## src/rtl/regfile_writeback_arbiter.sv

```systemverilog
// regfile_writeback_arbiter: merges ALU and load-unit results onto the single register-file write port
//
// Ports:
//   clk, rst_n                  clock (rising edge), asynchronous active-low reset
//   alu_valid/alu_rd/alu_data   fixed-latency ALU result, highest priority
//   alu_stall                   ALU result not consumed this cycle; upstream holds it
//   ld_valid/ld_ready           load-unit handshake into the load FIFO
//   ld_rd/ld_data               load destination and data
//   regWrite/rd/write_data      registered write port to the register file
//   pending                     FIFO occupancy, killed entries included
//
// Optional feature macro: WB_ANTISTARVE_EN
//   When defined, a FIFO head that has waited STARVE_LIMIT cycles stalls the
//   ALU for one cycle so the head can drain. When undefined, alu_stall is 0.
module regfile_writeback_arbiter #(
    parameter int DEPTH        = 4,
    parameter int STARVE_LIMIT = 8
) (
    input  logic                     clk,
    input  logic                     rst_n,
    input  logic                     alu_valid,
    input  logic [4:0]               alu_rd,
    input  logic [31:0]              alu_data,
    output logic                     alu_stall,
    input  logic                     ld_valid,
    output logic                     ld_ready,
    input  logic [4:0]               ld_rd,
    input  logic [31:0]              ld_data,
    output logic                     regWrite,
    output logic [4:0]               rd,
    output logic [31:0]              write_data,
    output logic [$clog2(DEPTH):0]   pending
);
    localparam int AW = $clog2(DEPTH);

    if (DEPTH < 2 || (DEPTH & (DEPTH - 1)) != 0) begin : g_depth_chk
        $error("DEPTH must be a power of 2 and at least 2");
    end
    if (STARVE_LIMIT < 1) begin : g_limit_chk
        $error("STARVE_LIMIT must be at least 1");
    end

    logic [AW-1:0] wptr_q, wptr_d, rptr_q, rptr_d;
    logic [AW:0]   cnt_q, cnt_d;
    logic [4:0]    frd_q   [DEPTH];
    logic [4:0]    frd_d   [DEPTH];
    logic [31:0]   fdata_q [DEPTH];
    logic [31:0]   fdata_d [DEPTH];
    logic          fkill_q [DEPTH];
    logic          fkill_d [DEPTH];
    logic          regwrite_d;
    logic [4:0]    rd_d;
    logic [31:0]   write_data_d;
    logic          alu_take, pop, push, kill_en, head_live;

    // Ready depends on registered occupancy only, so a same-cycle pop never
    // makes a full FIFO ready.
    assign ld_ready  = rst_n && (cnt_q != (AW+1)'(DEPTH));
    assign push      = ld_valid && ld_ready;
    assign alu_take  = alu_valid && !alu_stall;
    assign pop       = !alu_take && (cnt_q != '0);
    assign kill_en   = alu_take && (alu_rd != 5'd0);
    assign head_live = !fkill_q[rptr_q] && (frd_q[rptr_q] != 5'd0);
    assign pending   = cnt_q;

`ifdef WB_ANTISTARVE_EN
    localparam int SW = $clog2(STARVE_LIMIT + 1);
    logic [SW-1:0] starve_q, starve_d;

    assign alu_stall = starve_q >= SW'(STARVE_LIMIT);
    // Counts only while the head waits; the forced pop under stall clears it,
    // so it never passes STARVE_LIMIT.
    assign starve_d  = (cnt_q == '0 || pop) ? '0 : starve_q + SW'(1);

    always_ff @(posedge clk or negedge rst_n) begin
        if (!rst_n) starve_q <= '0;
        else        starve_q <= starve_d;
    end
`else
    assign alu_stall = 1'b0;
`endif

    always_comb begin
        frd_d   = frd_q;
        fdata_d = fdata_q;
        fkill_d = fkill_q;
        // A consumed ALU write makes every older queued load to the same rd stale.
        for (int i = 0; i < DEPTH; i++) begin
            if (kill_en && frd_q[i] == alu_rd) fkill_d[i] = 1'b1;
        end
        // A load accepted alongside the ALU write is older, so it enters pre-killed.
        if (push) begin
            frd_d[wptr_q]   = ld_rd;
            fdata_d[wptr_q] = ld_data;
            fkill_d[wptr_q] = kill_en && (ld_rd == alu_rd);
        end
        wptr_d       = wptr_q + AW'(push);
        rptr_d       = rptr_q + AW'(pop);
        cnt_d        = cnt_q + (AW+1)'(push) - (AW+1)'(pop);
        regwrite_d   = alu_take ? (alu_rd != 5'd0) : (pop && head_live);
        rd_d         = !regwrite_d ? rd : alu_take ? alu_rd : frd_q[rptr_q];
        write_data_d = !regwrite_d ? write_data : alu_take ? alu_data : fdata_q[rptr_q];
    end

    always_ff @(posedge clk or negedge rst_n) begin
        if (!rst_n) begin
            wptr_q     <= '0;
            rptr_q     <= '0;
            cnt_q      <= '0;
            regWrite   <= 1'b0;
            rd         <= 5'd0;
            write_data <= 32'd0;
            for (int i = 0; i < DEPTH; i++) begin
                frd_q[i]   <= 5'd0;
                fdata_q[i] <= 32'd0;
                fkill_q[i] <= 1'b0;
            end
        end else begin
            wptr_q     <= wptr_d;
            rptr_q     <= rptr_d;
            cnt_q      <= cnt_d;
            regWrite   <= regwrite_d;
            rd         <= rd_d;
            write_data <= write_data_d;
            frd_q      <= frd_d;
            fdata_q    <= fdata_d;
            fkill_q    <= fkill_d;
        end
    end
endmodule

```

## config.mk

```make
export PLATFORM = sky130hd
export DESIGN_NAME = regfile_writeback_arbiter
export DESIGN_NICKNAME = d
export VERILOG_FILES = /design/src/rtl/regfile_writeback_arbiter.sv
export SDC_FILE = /design/constraint.sdc
export NUM_CORES = 1
export LEC_CHECK = 0
export BUFFER_PORTS_ARGS = -buffer_cell sky130_fd_sc_hd__buf_2
export CORE_MARGIN = 5
export CORE_UTILIZATION = 60
export CTS_BUF_LIST = sky130_fd_sc_hd__clkbuf_8
export DETAILED_ROUTE_END_ITERATION = 6
export PLACE_DENSITY = 0.85
export SLEW_MARGIN = 10
export SYNTH_ARGS = -nofsm -noshare
export SYNTH_HDL_FRONTEND = slang
export SYNTH_SLANG_ARGS = --single-unit
```

## constraint.sdc

```tcl
create_clock -name clk -period 2.85 [get_ports clk]
set_clock_uncertainty 0.2 [all_clocks]
set_input_delay 0.1425 -clock clk [delete_from_list [all_inputs] [get_ports clk]]
set_output_delay 0.1425 -clock clk [all_outputs]
set_load 0.02 [all_outputs]
```

# Word-level counts from Yosys, hierarchy flattened
# Cells that the tools add are included.
[classes]
addsub = 4
mux = 26
n_lt_le_gt_ge = 3
reduce_logical = 17
eq_ne = 6
bitwise_logic = 2
[ops]
columns = ["cell", "count"]
rows = [
  ["128-bit bitwise mux", 1],
  ["32-bit 2-to-1 mux", 4],
  ["32-bit binary-select mux with 2-bit select", 1],
  ["32-bit demux with 2-bit select", 1],
  ["5-bit == test", 5],
  ["20-bit bitwise mux", 1],
  ["5-bit 2-to-1 mux", 4],
  ["1-bit logical AND", 12],
  ["5-bit binary-select mux with 2-bit select", 1],
  ["5-bit demux with 2-bit select", 1],
  ["5-bit nonzero test", 2],
  ["1-bit 2-to-1 mux", 8],
  ["3-bit greater-or-equal comparator (second input constant)", 2],
  ["2-bit NOT with 3-bit output", 2],
  ["2-bit by 1-bit adder with 2-bit output", 2],
  ["4-bit bitwise mux", 1],
  ["4-bit 2-to-1 mux", 1],
  ["3-bit by 1-bit adder with 3-bit output", 1],
  ["3-bit by 1-bit < comparator with 1-bit output (second input constant)", 1],
  ["3-bit != test (second input constant)", 1],
  ["3-bit nonzero test", 1],
  ["3-bit by 1-bit subtractor with 3-bit output", 1],
  ["1-bit binary-select mux with 2-bit select", 1],
  ["1-bit demux with 2-bit select", 1],
  ["1-bit logical NOT", 2],
]
[totals]
ff_bits = 197
output_inout_bits = 43
word_cells = 76

# Logic depth before layout (Yosys ltp)
# Gate-level depths: netlist (run 1).
[depth]
word_depth = 8
mapped_depth = 9
depth_no_buf = 8

# Worst setup path after synthesis (run 1)
# Ideal clock, no wire load.
[synth_path]
kind = "in2reg"
start = "input alu_valid"
end = "register cnt_q[2], in the netlist pending[2]"
n_path_buf = 3
arrival_time_ps = 2009
t_required_ps = 2516
stages = 7
path_slack_ps = 507
cell_sequence = "buf_2 > buf_1 > clkbuf_1 > nor3_1 > fa_1 > xnor2_1 > xnor2_1"
[synth_between]
elab_chain_len = 3
[synth_lines]
columns = ["item", "line_no", "source"]
rows = [
  ["from (decl)", "21", "input logic alu_valid,"],
  ["1-bit logical NOT", "61", "assign pop = !alu_take && (cnt_q != '0);"],
  ["1-bit logical AND", "61", ""],
  ["3-bit by 1-bit subtractor with 3-bit output", "99", "cnt_d = cnt_q + (AW+1)'(push) - (AW+1)'(pop);"],
  ["net cnt_d[2]", "44", "logic [AW:0] cnt_q, cnt_d;"],
  ["to (signal assigned)", "121", "cnt_q <= cnt_d;"],
  ["to (decl)", "44", ""],
]
# The timed path passes the listed nets, and every way through them passes these cells.
# A chain may end at the register's enable or synchronous reset.

# Worst setup path in the final report (run 1)
[layout_path]
start = "input rst_n"
end = "output ld_ready"
[layout_between]
elab_chain_len = 1
[layout_lines]
columns = ["item", "line_no", "source"]
rows = [
  ["from (decl)", "20", "input logic rst_n,"],
  ["1-bit logical AND", "58", "assign ld_ready = rst_n && (cnt_q != (AW+1)'(DEPTH));"],
  ["to (decl)", "26", "output logic ld_ready,"],
]
# No other way between the ends.

==> flow_summary.toml, run 1 <==
[global_route]
grt_usage = 0.2582
grt_max_degree = 199
overflow = 0
grt_pass1_vias = 6692
grt_pass1_wl_um = 35620
antenna_found_initial = 0

[floorplanning]
die-area_mm2 = 0.01767
boundaryPins = 121
num_rows = 45
die_x_um = 132.9
die_y_um = 132.9
start_util = 0.6031
coreArea_mm2 = 0.01503

[yosys]
netlist_area_mm2 = 0.009066
synthArstFlopShare = 1.000
ys_seq_area_frac = 0.5437
synthCells = 614
syn_nets = 695
synth.avg_cell_area_um2 = 14.77
synth_ff_type = "dfrtp_1"
yosys.cell_types.count = 34
ys_ff_latch = 197
synth_edf_count = 0
ys_warn_count = 0

[sta]
hold_slack_ns = 0.02357
rsz0062_at_grt = "no"
tightest_slew_ns = 1.096
drv_slew = 0
relSlewSlack = 0.2694
hold_viol_final = 0
fin_crit_sh = 0.9073
setup_tns_ns = 0
setup_viol = 0
fmax_mhz = 386.7
period_minus_slack_ns = 2.586

[clock_network]
clock_latency_ns = 0.48
cts_num_sinks = 197
clk_pin_slew_ns = 0.10
clk_path_buf_depth = 2
cts_tree = "built"
cts-resized-gates = 0
htree_levels = 4
cts_made_buffers = 17
root_buffer = "clkbuf_8"
cts_setup_buffers = 0

[critical_path]
worstPathCellList = "dlygate4sd3_1 > clkbuf_8 > buf_12 > o31a_1 > buf_2"
endpoint_kind = "output pin"
startpoint_type = "primary input"
cp_slowest_stage_delay_ns = 0.61
critical_path_arrival_ns = 2.24
required_ns = 2.51
crit_type = "primary input to output pin"
crit_fanout = 198
critPathSlowestCell = "buf_12"

[drt]
wl_um = 21780
viasPerCell = 5.979
vias = 5961
first_pass_iters = 4
dr.first_iter.drc_count = 437
drcViolationCount = 0
wl_per_cell_um = 21.85
drt.antenna.violating_nets = 0

[run]
max-cap-violations = 0

[finish]
nets = 879
drive_gt1_frac = 0.4660
area_growth_syn_to_layout_pct = 21.11
antennaDiodeCount = 0

[run_status]
status = "complete, no violations"

[place]
gp_congestion = 0.9141
portBuffers = 119
post-dp-hpwl_um = 13340

[hold_path]
hold_class = "primary input to flop"

[pwr]
p_leak_uw = 0.004825
max-vdd-ir-drop_v = 0.0004690
power.density_mw_per_mm2 = 1084
-- layer usage --
| metal | GRT usage | routed length, um | part of all wire |
|---|---|---|---|
| met5 | 0 | 0 | 0 |
| met4 | 0.1132 | 813 | 0.037 |
| met3 | 0.05513 | 1194 | 0.055 |
| met1 | 0.3266 | 8553 | 0.39 |
| met2 | 0.4320 | 11220 | 0.52 |
-- timing repair --
action                                  4_1_cts  5_1_grt
endpoints found under the setup margin        0        0
hold buffers                                 75        0
endpoints found under the hold margin       386        0
-- Yosys cell counts, drive strengths merged, types with 2 or more instances --
cell type / count / share of area
inv: 3 / 0.0012
dfrtp: 197 / 0.54
nand3: 2 / 0.0011
a21oi: 75 / 0.050
a31oi: 4 / 0.0028
buf: 35 / 0.022
o21ai: 4 / 0.0035
xnor2: 14 / 0.014
xor2: 17 / 0.016
mux2: 148 / 0.18
nor4: 5 / 0.0035
clkbuf: 12 / 0.0050
nor2: 3 / 0.0012
ha: 2 / 0.0028
mux2i: 37 / 0.041
mux4: 38 / 0.094
nand2: 4 / 0.0017
nor3: 3 / 0.0017
-- logic make-up (layout without fill, tap and decap cells) --
kind of cell	count (synthesis)	after routing	share of synthesized area
compound gates	86	86	0.05879
xor+xnor	31	31	0.02995
fa+ha+maj	3	3	0.004968
buf+inv	50	245	0.02870
flops	197	197	0.5437
mux	223	223	0.3191
other cells	1	1	0.0004136
simple gates	23	23	0.01435
-- worst paths after layout --
path | startpoint | to | slack [ns] | cells after the start
max | rst_n | ld_ready | 0.26 | 5
min | ld_valid | wptr_q[0] | 0.02 | 3
max reg2reg | rptr_q[0] | write_data[29] | 0.33 | 6
min reg2reg | fdata_q[32] | fdata_q[32] | 0.31 | 1
max in group asynchronous | rst_n | rptr_q[0] | 1.34 | 3
min in group asynchronous | rst_n | write_data[0] | 0.21 | 3
-- cell type report --
| class | count | area (um^2) |
|---|---|---|
| well taps | 188 | 235.2 |
| inverters | 3 | 11.26 |
| flip-flops and latches | 197 | 4932 |
| repair buffers | 212 | 1553 |
| multi-input cells | 367 | 3904 |
| clock buffers | 20 | 275.3 |
| clock inverters | 10 | 70.07 |
| fillers | 891 | 4053 |
-- sequential cells by signal, summed over array words and instances (netlist names) --
signal / count
fkill_q: 4
write_data: 32
pending: 3
rptr_q: 2
regWrite: 1
rd: 5
frd_q: 20
fdata_q: 128
wptr_q: 2
-- critical path, delay by kind of cell --
family,cells,cell delay [ns]
buffers and inverters,4,1.50
AOI/OAI and AO/OA,1,0.35
-- power breakdown --
part | total [uW] | switching (uW) | internal (uW)
Sequential | 5170 | 943 | 4230
Clock | 1620 | 889 | 730
Combinational | 5110 | 2390 | 2720
Total | 11900 | 4220 | 7680
-- cell usage in the layout (no fill, tap or decap), drive strengths merged, types with 2 or more instances in the layout --
| cell | instances |
|---|---|
| ha | 2 |
| clkinv | 2 |
| nor3 | 3 |
| a31oi | 4 |
| nand2 | 4 |
| xnor2 | 14 |
| buf | 136 |
| dfrtp | 197 |
| xor2 | 17 |
| dlygate4sd3 | 75 |
| mux2i | 37 |
| clkbuf | 21 |
| nand3 | 2 |
| mux2 | 148 |
| mux4 | 38 |
| nor4 | 5 |
| o21ai | 4 |
| inv | 9 |
| a21oi | 75 |
| nor2 | 3 |
-- metrics by stage --
step | power (uW) | setup slack (ns) | cells | utilization | area (um^2)
CTS | 11850 | 0.3083 | 997 | 0.7304 | 10980
global route | 12610 | 0.1737 | 997 | 0.7304 | 10980
global placement | 9802 | 0.4783 | 892 | 0.6575 | 9884
floorplan | 8690 | 0.5065 | 614 | - | 9066
detailed placement | 10160 | 0.3823 | 892 | 0.6575 | 9884
finish | 11900 | 0.2643 | 997 | 0.7304 | 10980
(Power assumes the default switching activity.)
==> inputs of run 2 (changes only) <==
--- a/config.mk
+++ b/config.mk
@@ -10,7 +10,9 @@
 export CORE_UTILIZATION = 60
 export CTS_BUF_LIST = sky130_fd_sc_hd__clkbuf_8
 export DETAILED_ROUTE_END_ITERATION = 6
+export MAX_ROUTING_LAYER = met4
 export PLACE_DENSITY = 0.85
+export RECOVER_POWER = 25
 export SLEW_MARGIN = 10
 export SYNTH_ARGS = -nofsm -noshare
 export SYNTH_HDL_FRONTEND = slang
==> run 2 against run 1 <==
Register-to-register slack about the same. Clock power hardly changed. Global-route usage grew 0.81 points. Flip-flop and latch count is the same. Clock-buffer cell count stayed put. Routed wire length is essentially flat. Combinational power down 2%. Power is 0.67% lower. Worst hold slack better by 0.0072 ns.
==> flow_summary.toml, run 2 (synthesis results as in run 1) <==
[run_status]
status = "complete, no violations"

[critical_path]
critical_path_arrival_ns = 2.31
crit_type = "primary input to output pin"
endpoint_kind = "output pin"
crit_fanout = 198
startpoint = "rst_n"
startpoint_type = "primary input"
required_ns = 2.51
setup.worst_path.end = "ld_ready"
rr_endpoint = "write_data[29]"
reg2reg_depth = 6
worst_r2r_startpoint = "rptr_q[0]"
rrSetupSlack_ns = 0.34

[global_route]
grt_pass1_vias = 6665
grt_usage = 0.2663
antenna_found_initial = 0
overflow = 0
grt_pass1_wl_um = 35670
grt_max_degree = 199

[clock_network]
cts-resized-gates = 0
clk_path_buf_depth = 2
clk_pin_slew_ns = 0.09
root_buffer = "clkbuf_8"
cts_tree = "built"
cts_setup_buffers = 0
cts_made_buffers = 17
clock_latency_ns = 0.47
cts_num_sinks = 197
htree_levels = 4

[floorplanning]
num_rows = 45
die_x_um = 132.9
coreArea_mm2 = 0.01503
boundaryPins = 121
start_util = 0.6031
die-area_mm2 = 0.01767
die_y_um = 132.9

[finish]
largest_reg_flops = 128
fillers = 909
layout_common_cells = "dfrtp_1 (195), mux2_2 (148), buf_2 (78), dlygate4sd3_1 (75), a21oi_1 (55)"
nets = 879
area_growth_syn_to_layout_pct = 20.45
antennaDiodeCount = 0
top_register = "fdata_q"
largestRegisters = "fdata_q (128), write_data (32), frd_q (20)"
final_area_mm2 = 0.01092
drive_gt1_frac = 0.4153
final_common_cell = "dfrtp_1"
multi_input_area_mm2 = 0.003904
seq_area_mm2 = 0.004932

[sta]
setup_tns_ns = 0
fmax_mhz = 376.7
fin_crit_sh = 0.9315
relSlewSlack = 0.2833
drv_slew = 0
period_minus_slack_ns = 2.655
setup_viol = 0
tightest_slew_ns = 1.075
hold_viol_final = 0
rsz0062_at_grt = "no"

[drt]
wl_um = 21780
dr.first_iter.drc_count = 542
drcViolationCount = 0
wl_per_cell_um = 21.84
first_pass_iters = 5
viasPerCell = 6.012
vias = 5994
drt.antenna.violating_nets = 0

[pwr]
p_leak_uw = 0.004712
power.density_mw_per_mm2 = 1082
max-vdd-ir-drop_v = 0.0004586

[place]
dpl_cell_area_mm2 = 0.009884
post-dp-hpwl_um = 13340
portBuffers = 119
gp_congestion = 0.9301

[hold_path]
hold_class = "primary input to flop"

[run]
max-cap-violations = 0
run 2: cell types whose count changed in the layout (fill, tap and decap cells not counted), sizes merged:
cell    previous run  this run
clkbuf            21        61
buf              136        96
run 2: power by group:
part | internal [uW] | switching, uW | total [uW]
Sequential | 4230 | 950 | 5180
Combinational | 2640 | 2390 | 5030
Clock | 729 | 883 | 1610
Total | 7590 | 4230 | 11800
run 2: routing by layer:
metal / track usage / wire (um) / vias to the layer above
li1: - / - / 2616
met1: 0.3303 / 8721 / 3113
met2: 0.4317 / 11230 / 202
met3: 0.05095 / 1055 / 63
met4: 0.1132 / 770 / 0
met5: - / 0 / -
run 2: what timing repair did:
action / CTS / global route
endpoints found under the setup margin: 0 / 0
hold buffers: 75 / 0
endpoints found under the hold margin: 386 / 0
run 2: worst min path at each step:
stage                  end        start  depth (start not counted)
2_1_floorplan   fdata_q[0]        rst_n                          0
3_3_place_gp   fdata_q[89]  ld_data[25]                          2
3_5_place_dp   fdata_q[89]  ld_data[25]                          2
4_1_cts         fkill_q[1]    alu_rd[0]                          4
5_1_grt         fkill_q[1]    alu_rd[0]                          4
6_report         wptr_q[0]     ld_valid                          3
run 2: through the flow:
stage	instances	hold WS, ns	setup slack [ns]	util	total power (uW)
after floorplan	614	-0.3531	0.5065	-	8690
after global placement	892	0.2099	0.4783	0.6575	9802
after detailed placement	892	0.2181	0.3823	0.6575	10160
after CTS	997	0.007710	0.3083	0.7304	11850
after global routing	997	0.03960	0.08833	0.7264	12540
final	997	0.03074	0.1951	0.7264	11820
run 2: critical path, cell delays in order:
cell	delay [ns]
dlygate4sd3_1	0.52
clkbuf_1	0.22
buf_12	0.67
o31a_1	0.34
buf_2	0.21
run 2: area by class of cell:
class | count | area share
clock inverters | 10 | 0.006416
multi-input cells | 367 | 0.3575
repair buffers | 212 | 0.1367
inverters | 3 | 0.001031
flip-flops and latches | 197 | 0.4516
clock buffers | 20 | 0.02521
well taps | 188 | 0.02154
==> inputs of run 3 (changes only) <==
==> constraint.sdc (replaced) <==
create_clock -name clk -period 3 [get_ports clk]
set_clock_uncertainty 0.2 [all_clocks]
set_input_delay 0.15 -clock clk [delete_from_list [all_inputs] [get_ports clk]]
set_output_delay 0.15 -clock clk [all_outputs]
set_load 0.02 [all_outputs]
==> run 3 against run 2 <==
Power fell by 4.8%. Non-clock buffer count fell by 4. Design area fell by 0.20%. First-iteration DRC count fell by 12%. Clock power fell by 2%. Combinational power fell by 5.8%. Core utilization fell by 0.14 points. Die area did not move. Sequential power fell by 4.6%. Sequential share of layout area rose by 0.088 points.
==> flow_summary.toml, run 3 (synthesis results as in run 1) <==
[run_status]
status = "complete, no violations"

[clock_network]
cts_made_buffers = 17
clk_pin_slew_ns = 0.11
cts_setup_buffers = 0
cts-resized-gates = 0
cts_num_sinks = 197
cts-hold-fix-buffers = 74
clock_latency_ns = 0.47
root_buffer = "clkbuf_8"
htree_levels = 4
clk_path_buf_depth = 2
cts_tree = "built"

[global_route]
overflow = 0
grt_max_degree = 199
grt_usage = 0.2621
antenna_found_initial = 1
grt_pass1_vias = 6675
grt_pass1_wl_um = 35380

[finish]
drive_gt1_frac = 0.4176
fillers = 929
largest_reg_flops = 128
final_common_cell = "dfrtp_1"
largestRegisters = "fdata_q (128), write_data (32), frd_q (20)"
layout_common_cells = "dfrtp_1 (195), mux2_2 (148), buf_2 (77), dlygate4sd3_1 (74), a21oi_1 (55)"
area_growth_syn_to_layout_pct = 20.22
nets = 875
top_register = "fdata_q"

[pwr]
p_leak_uw = 0.004684
power_switching_share = 0.3620
switching_power_uw = 4072
p_int_uw = 7179
seqPwrFrac = 0.439
max-vdd-ir-drop_v = 0.0005582
power_uw = 11250
pwr-share-comb = 0.421
pwr-share-clk = 0.140
power.density_mw_per_mm2 = 1032

[drt]
drt.antenna.violating_nets = 0
drcViolationCount = 0
first_pass_iters = 5
wl_um = 21830
dr.first_iter.drc_count = 475
vias = 5994
viasPerCell = 6.018
wl_per_cell_um = 21.91

[critical_path]
worst_r2r_startpoint = "rptr_q[0]"
rrSetupSlack_ns = 0.37
rr_endpoint = "rd[2]"
crit_fanout = 26
crit_type = "flop to flop"
startpoint = "rptr_q[0]"
endpoint_kind = "flop"
required_ns = 3.18
reg2reg_depth = 6
startpoint_type = "flop"
setup.worst_path.end = "rd[2]"
critical_path_arrival_ns = 2.81

[sta]
fin_crit_sh = 0.8767
setup_tns_ns = 0
tightest_slew_ns = 1.080
period_minus_slack_ns = 2.630
hold_viol_final = 0
rsz0062_at_grt = "no"
relSlewSlack = 0.2802
drv_slew = 0
setup_viol = 0
fmax_mhz = 380.2

[floorplanning]
coreArea_mm2 = 0.01503
die_x_um = 132.9
num_rows = 45
die_y_um = 132.9
boundaryPins = 121
die-area_mm2 = 0.01767
start_util = 0.6031

[hold_path]
hold_class = "primary input to flop"
hp-start = "alu_valid"

[place]
gp_congestion = 0.9223
post-dp-hpwl_um = 13140
portBuffers = 119

[run]
max-cap-violations = 0
## run 3: cell types whose count changed in the layout (fill, tap and decap cells not counted)
cell           delta
buf_4             -3
clkinvlp_4        +2
diode_2           +1
buf_2             -1
dlygate4sd3_1     -1
inv_1             -3
clkbuf_8          -1
clkinv_2          +4
clkbuf_1          +1
## run 3: stage by stage
stage,hold WS (ns),instance area [um^2],utilization,instances,setup WS [ns]
floorplan,-0.3456,9066,-,614,0.6490
global placement,0.2172,9862,0.6560,889,0.5267
detailed placement,0.2285,9862,0.6560,889,0.4499
CTS,0.01285,10960,0.7289,995,0.4143
global route,0.03442,10900,0.7250,996,0.2301
finish,0.03783,10900,0.7250,996,0.3700
## run 3: worst min-delay path by stage
stage,end,slack [ns],cells after the start
final,write_data[20],0.04,3
after global routing,write_data[14],0.03,3
after CTS,write_data[12],0.01,3
after detailed placement,fdata_q[13],0.23,2
after global placement,fdata_q[93],0.22,2
after floorplan,fdata_q[0],-0.35,0
## run 3: final cells by class
cell class / count / area [um^2] / area share
flip-flops and latches: 197 / 4932 / 0.4525
well taps: 188 / 235.2 / 0.02158
clock buffers: 19 / 261.5 / 0.02399
diodes: 1 / 2.502 / 0.0002296
multi-input cells: 367 / 3904 / 0.3582
inverters: 3 / 11.26 / 0.001033
repair buffers: 208 / 1459 / 0.1339
clock inverters: 13 / 93.84 / 0.008610
## run 3: worst max-delay path, stage by stage, from the launching register on
cell	delay (ns)
dfrtp_2	0.65
mux4_2	0.59
nor3_1	0.25
nand3_2	0.12
and2_2	0.32
buf_12	0.23
a21oi_1	0.15
## run 3: power groups by stage
stage | clock network, uW | logic [uW] | registers, uW
detailed placement | 0 | 4730 | 4920
global route | 1690 | 5100 | 5090
CTS | 1590 | 4820 | 4880
floorplan | 0 | 3300 | 4960
finish | 1570 | 4740 | 4940
global placement | 0 | 4510 | 4770
## run 3: layer usage
layer	routed length [um]	track usage
met4	388	0.09238
met2	11350	0.4314
met1	8998	0.3305
met5	0	-
met3	1089	0.04563
